<file path="src/rtl/rr_grant_arbiter_if.sv">
`default_nettype none
// ============================================================================
// Module  : rr_grant_arbiter_if
// Brief   : Request/grant bundle between requesters and the round-robin arbiter.
// Revision: 1.0 - initial release
// ============================================================================
interface rr_grant_arbiter_if #(
    parameter int N     = 8,
    parameter int IDX_W = 3
);
    logic [N-1:0]     req;
    logic             done;
    logic [N-1:0]     grant;
    logic [IDX_W-1:0] grant_idx;
    logic             grant_valid;
    logic             timeout;

    modport master (
        output req, done,
        input  grant, grant_idx, grant_valid, timeout
    );

    modport slave (
        input  req, done,
        output grant, grant_idx, grant_valid, timeout
    );
endinterface
`default_nettype wire

</file>
<file path="src/rtl/rr_grant_arbiter.sv">
`default_nettype none
// ============================================================================
// Module  : rr_grant_arbiter
// Brief   : 8-way round-robin arbiter with hold timeout, one-hot + index grant.
// Revision: 1.0 - initial release
// ============================================================================
module rr_grant_arbiter #(
    parameter int N        = 8,
    parameter int IDX_W    = 3,
    parameter int HOLD_MAX = 16,
    parameter int CNT_W    = 5
) (
    input  logic               clk,
    input  logic               rst_n,
    rr_grant_arbiter_if.slave  bus
);

    typedef enum logic [0:0] {
        IDLE = 1'b0,
        BUSY = 1'b1
    } state_t;

    localparam bit               HOLD_EN   = (HOLD_MAX != 0);
    localparam logic [CNT_W-1:0] HOLD_LAST = CNT_W'((HOLD_MAX == 0) ? 0 : HOLD_MAX - 1);
    localparam logic [CNT_W-1:0] CNT_SAT   = {CNT_W{1'b1}};

    state_t           state_q, state_d;
    logic [IDX_W-1:0] ptr_q, ptr_d;
    logic [CNT_W-1:0] cnt_q, cnt_d;
    logic [N-1:0]     grant_q, grant_d;
    logic [IDX_W-1:0] idx_q, idx_d;
    logic             valid_q, valid_d;
    logic             timeout_q, timeout_d;

    logic             found;
    logic [IDX_W-1:0] pick;
    logic [IDX_W-1:0] cand;
    logic             hold_hit;
    logic             holder_req;

    // Search upward from the slot after the last released requester, wrapping.
    always_comb begin
        found = 1'b0;
        pick  = '0;
        cand  = '0;
        for (int k = 1; k <= N; k++) begin
            cand = ptr_q + IDX_W'(k);
            if (!found && bus.req[cand]) begin
                found = 1'b1;
                pick  = cand;
            end
        end
    end

    assign holder_req = bus.req[idx_q];
    assign hold_hit   = HOLD_EN && (cnt_q == HOLD_LAST);

    always_comb begin
        state_d   = state_q;
        ptr_d     = ptr_q;
        cnt_d     = cnt_q;
        grant_d   = grant_q;
        idx_d     = idx_q;
        valid_d   = valid_q;
        timeout_d = 1'b0;
        case (state_q)
            IDLE: begin
                if (found) begin
                    grant_d = {{(N-1){1'b0}}, 1'b1} << pick;
                    idx_d   = pick;
                    valid_d = 1'b1;
                    cnt_d   = '0;
                    state_d = BUSY;
                end
            end
            BUSY: begin
                if (bus.done || !holder_req || hold_hit) begin
                    // A forced release is flagged only when nothing else would have ended the grant.
                    timeout_d = hold_hit && !bus.done && holder_req;
                    ptr_d     = idx_q;
                    grant_d   = '0;
                    idx_d     = '0;
                    valid_d   = 1'b0;
                    state_d   = IDLE;
                end else if (cnt_q != CNT_SAT) begin
                    cnt_d = cnt_q + 1'b1;
                end
            end
            default: state_d = IDLE;
        endcase
    end

    always_ff @(posedge clk or negedge rst_n) begin
        if (!rst_n) begin
            state_q   <= IDLE;
            ptr_q     <= IDX_W'(N - 1);
            cnt_q     <= '0;
            grant_q   <= '0;
            idx_q     <= '0;
            valid_q   <= 1'b0;
            timeout_q <= 1'b0;
        end else begin
            state_q   <= state_d;
            ptr_q     <= ptr_d;
            cnt_q     <= cnt_d;
            grant_q   <= grant_d;
            idx_q     <= idx_d;
            valid_q   <= valid_d;
            timeout_q <= timeout_d;
        end
    end

    assign bus.grant       = grant_q;
    assign bus.grant_idx   = idx_q;
    assign bus.grant_valid = valid_q;
    assign bus.timeout     = timeout_q;

endmodule
`default_nettype wire

</file>
<file path="src/flat_wrapper.sv">
// flat-port wrapper written by rule: the top's interface ports become plain ports
module rr_grant_arbiter_flat 
#(
    parameter int N        = 8,
    parameter int IDX_W    = 3,
    parameter int HOLD_MAX = 16,
    parameter int CNT_W    = 5
)
  (clk, rst_n, bus_req, bus_done, bus_grant, bus_grant_idx, bus_grant_valid, bus_timeout);
  rr_grant_arbiter_if #(.N(N), .IDX_W(IDX_W)) bus_i ();
  input  logic clk;
  input  logic rst_n;
  input wire logic [$bits(bus_i.req)-1:0] bus_req;
  input wire logic [$bits(bus_i.done)-1:0] bus_done;
  output wire logic [$bits(bus_i.grant)-1:0] bus_grant;
  output wire logic [$bits(bus_i.grant_idx)-1:0] bus_grant_idx;
  output wire logic [$bits(bus_i.grant_valid)-1:0] bus_grant_valid;
  output wire logic [$bits(bus_i.timeout)-1:0] bus_timeout;
  assign bus_i.req = bus_req;
  assign bus_i.done = bus_done;
  assign bus_grant = bus_i.grant;
  assign bus_grant_idx = bus_i.grant_idx;
  assign bus_grant_valid = bus_i.grant_valid;
  assign bus_timeout = bus_i.timeout;
  rr_grant_arbiter #(.N(N), .IDX_W(IDX_W), .HOLD_MAX(HOLD_MAX), .CNT_W(CNT_W)) u_core (.clk(clk), .rst_n(rst_n), .bus(bus_i));
endmodule
</file>
<file path="config.mk">
export PLATFORM = sky130hd
export DESIGN_NAME = rr_grant_arbiter_flat
export DESIGN_NICKNAME = d
export VERILOG_FILES = /design/src/rtl/rr_grant_arbiter_if.sv /design/src/rtl/rr_grant_arbiter.sv /design/src/flat_wrapper.sv
export SDC_FILE = /design/constraint.sdc
export NUM_CORES = 1
export LEC_CHECK = 0
export CAP_MARGIN = 10
export CORE_ASPECT_RATIO = 2
export CORE_MARGIN = 3
export CORE_UTILIZATION = 40
export DETAILED_ROUTE_END_ITERATION = 6
export SYNTH_ARGS = -nofsm -noshare
export SYNTH_HDL_FRONTEND = slang
export SYNTH_SLANG_ARGS = --single-unit
</file>
<file path="constraint.sdc">
create_clock -name clk -period 5.6 [get_ports clk]
set_clock_uncertainty 0.05 [all_clocks]
set_input_delay 1.12 -clock clk [delete_from_list [all_inputs] [get_ports clk]]
set_output_delay 1.12 -clock clk [all_outputs]
set_load 0.01 [all_outputs]
</file>
==> metrics.txt <==
clock share of power 7.2%; routed wire length 4849 µm; RSZ-0062 raised after global routing false; Final Hold Viols 0; Comb power frac 72.2%; Sw Pwr 734.4 µW; Switching Fraction 48.31%; Hold/Removal Path Class flop to flop; Required @ worst endpoint 5.70 ns; Leak between 0.0008 and 0.0009 µW; Seq cells post-synth 22; cell total after placement 253; FF-to-FF Start u_core.ptr_q[0]; achievable frequency ~270 MHz; Critical path origin u_core.ptr_q[0]; # DRC 0; clk_lat worst skew 0.25 ns; Num CTS Buffers 3; peak supply drop 0.3700 mV; max_cap viols 0; slowest CP cell dfstp_2; drt wl/cell 18.87 µm; Seq/Total Area, Yosys 28.47%; nets@finish roughly 220; minimum clock period 3.722 ns; CTS tree done; total grt overflow 0; share of cells above drive strength 1 between 10% and 20%; Power Total 1520 µW; clock root buffer clkbuf_8; post-route cell area 2237 µm²; Final Wtd Congestion 0.9156; Syn Area/Cell 10.58 µm²; number of clock sinks 22; DR pass1 iterations 4; Slew HR 34.77%; Slew Limit Fails 0; n_diodes 0; most common cell after layout, fill and taps aside clkdlybuf4s50_1; die area 5791 µm²; # hold bufs at CTS 0; crit-path cells inv_2, ha_1, mux4_2, mux2i_4, nand3_2, nor3b_2, a21o_1, a21oi_4, a32o_1; reg2reg end u_core.bus.grant[4]; largest net degree at the start of global routing 23; Slew @ Worst Pin 0.9755 ns; vias per cell 6.381; total track usage between 15 and 20%; Int Power 785.9 µW; Final HPWL DP 3796 µm; Starting Density 41.94%; Hold Path Depth 2; Buf+Inv Stages, Crit Path 1; initial antenna violation count 0; H-tree lvl count 1; PwrDens between 600 and 700 nW/µm²; IO buf count 23; Synth Instances 184; WP data arrival ~3.8 ns; max incr delay on CP 0.78 ns; Clock Path Buffers 2; CP Depth 9; Post-synth ARST share 100.0%; post-synthesis cell area 1947 µm²; die height 104.7 µm; Final ANT Viol Nets 0; Worst Reg2Reg Path Length in Cells 9; commonest non-fill, non-tap cells in the layout clkdlybuf4s50_1, dfrtp_1, mux4_2, nor2_1, mux2i_1; # Post-CTS Setup Buffers 0; cell family with the largest share of critical-path delay flip-flops; PostCTS Resize Cnt 0; status finished clean; I/O pin count 24; Layout area overhead 14.91%; Non-Filler Instances 257; crit path kind flop to flop; Placed Area 2182 µm²; die width 55.33 µm; syn nets 200; initial DRC count 54; row cnt 35; Setup violations, final 0; number of global-route vias before repair 1,685; Period Utilization, post-route 66.46%; clk slew on worst S/H paths 0.07 ns; placeable core area 4642 µm²; Critical Path Start Type flop; first-pass GRT wire length 8211 µm; end of the critical path u_core.bus.grant[4]; synth unique cells 51; synth warn 0; r2r setup slk 1.88 ns; Flop pwr share 20.6%; CP Capture Type flop; Synth Flop Type dfrtp_1; Util after Layout 48.19%; number of synthesized flops with an enable pin 0; Setup TNS 0 ns; via count 1,640; Worst Path Max Fanout 15
worst register-to-register path, stage by stage, from the launching register on:
cell	delay, ns
dfstp_2	0.78
inv_2	0.18
ha_1	0.65
mux4_2	0.49
mux2i_4	0.27
nand3_2	0.14
nor3b_2	0.31
a21o_1	0.42
a21oi_4	0.09
a32o_1	0.24
sequential cells by signal, summed over array words and instances, names as in the netlist:
register,count
u_core.bus.grant,8
u_core.bus.grant_idx,3
u_core.bus.grant_valid,1
u_core.bus.timeout,1
u_core.cnt_q,5
u_core.ptr_q,3
u_core.state_q,1
worst min path at each step:
stage / from / to
after detailed placement: u_core.bus.grant_valid / u_core.bus.grant_valid
after CTS: u_core.bus.grant_valid / u_core.bus.grant_valid
after global routing: u_core.bus.grant[7] / u_core.bus.grant[7]
after floorplan: u_core.cnt_q[1] / u_core.cnt_q[1]
final: u_core.bus.grant_valid / u_core.bus.grant_valid
after global placement: u_core.bus.grant_valid / u_core.bus.grant_valid
stage by stage:
step,worst slack (ns),hold WS (ns)
2_1_floorplan,2.492,0.4423
3_3_place_gp,1.718,0.4187
3_5_place_dp,1.688,0.4230
4_1_cts,1.882,0.4489
5_1_grt,1.604,0.4790
6_report,1.878,0.4430
cells by family after synthesis:
family	share of synthesized area (%)
simple gates	12.73
xor+xnor	3.085
buf+inv	5.013
fa+ha+maj	3.213
compound gates	18.77
flops	28.47
mux	28.73
synth_stat cells, types with 2 or more instances:
cell      number  area share, %
dfrtp_1       19             24
mux4_2        14             16
nor2_1        14            2.7
mux2i_1       12            6.2
nand2_1       10            1.9
nand3_1       10            2.6
mux2_2         9            5.2
a21oi_1        8            2.1
inv_1          8            1.5
ha_1           5            3.2
a32o_1         4            2.1
o21a_1         4            1.5
o21ai_0        4            1.0
o31ai_1        4            1.5
a22o_1         3            1.3
buf_2          3           0.77
buf_6          3            1.7
dfstp_2        3            4.0
nand4_1        3           0.96
nor3_1         3           0.77
o21ai_1        3           0.77
xor2_1         3            1.3
a21o_1         2           0.77
and3_1         2           0.64
clkbuf_1       2           0.39
nor2b_1        2           0.64
o22ai_1        2           0.64
xnor2_1        2           0.90
layout make-up:
cell class              count  area, µm²
multi-input cells         144       1295
well taps                  55      68.82
repair buffers             23      230.2
clock buffers               4      55.05
fillers                   465       2405
flip-flops and latches     22      554.3
inverters                   9      33.78
per-layer routing:
metal / track usage (%) / wire length [µm]
met2: 31.53 / 2731
met4: 9.565 / 195
met1: 19.07 / 1780
met5: 0 / 0
met3: 1.731 / 142
power by group through the flow:
| stage | clock (µW) | combinational (µW) | sequential [µW] |
|---|---|---|---|
| after floorplan | 0 | 917 | 255 |
| after global placement | 0 | 1080 | 316 |
| after detailed placement | 0 | 1090 | 319 |
| after CTS | 114 | 1100 | 316 |
| after global routing | 119 | 1210 | 326 |
| final | 110 | 1100 | 313 |
Note: power is estimated with default switching activity, not from simulation.
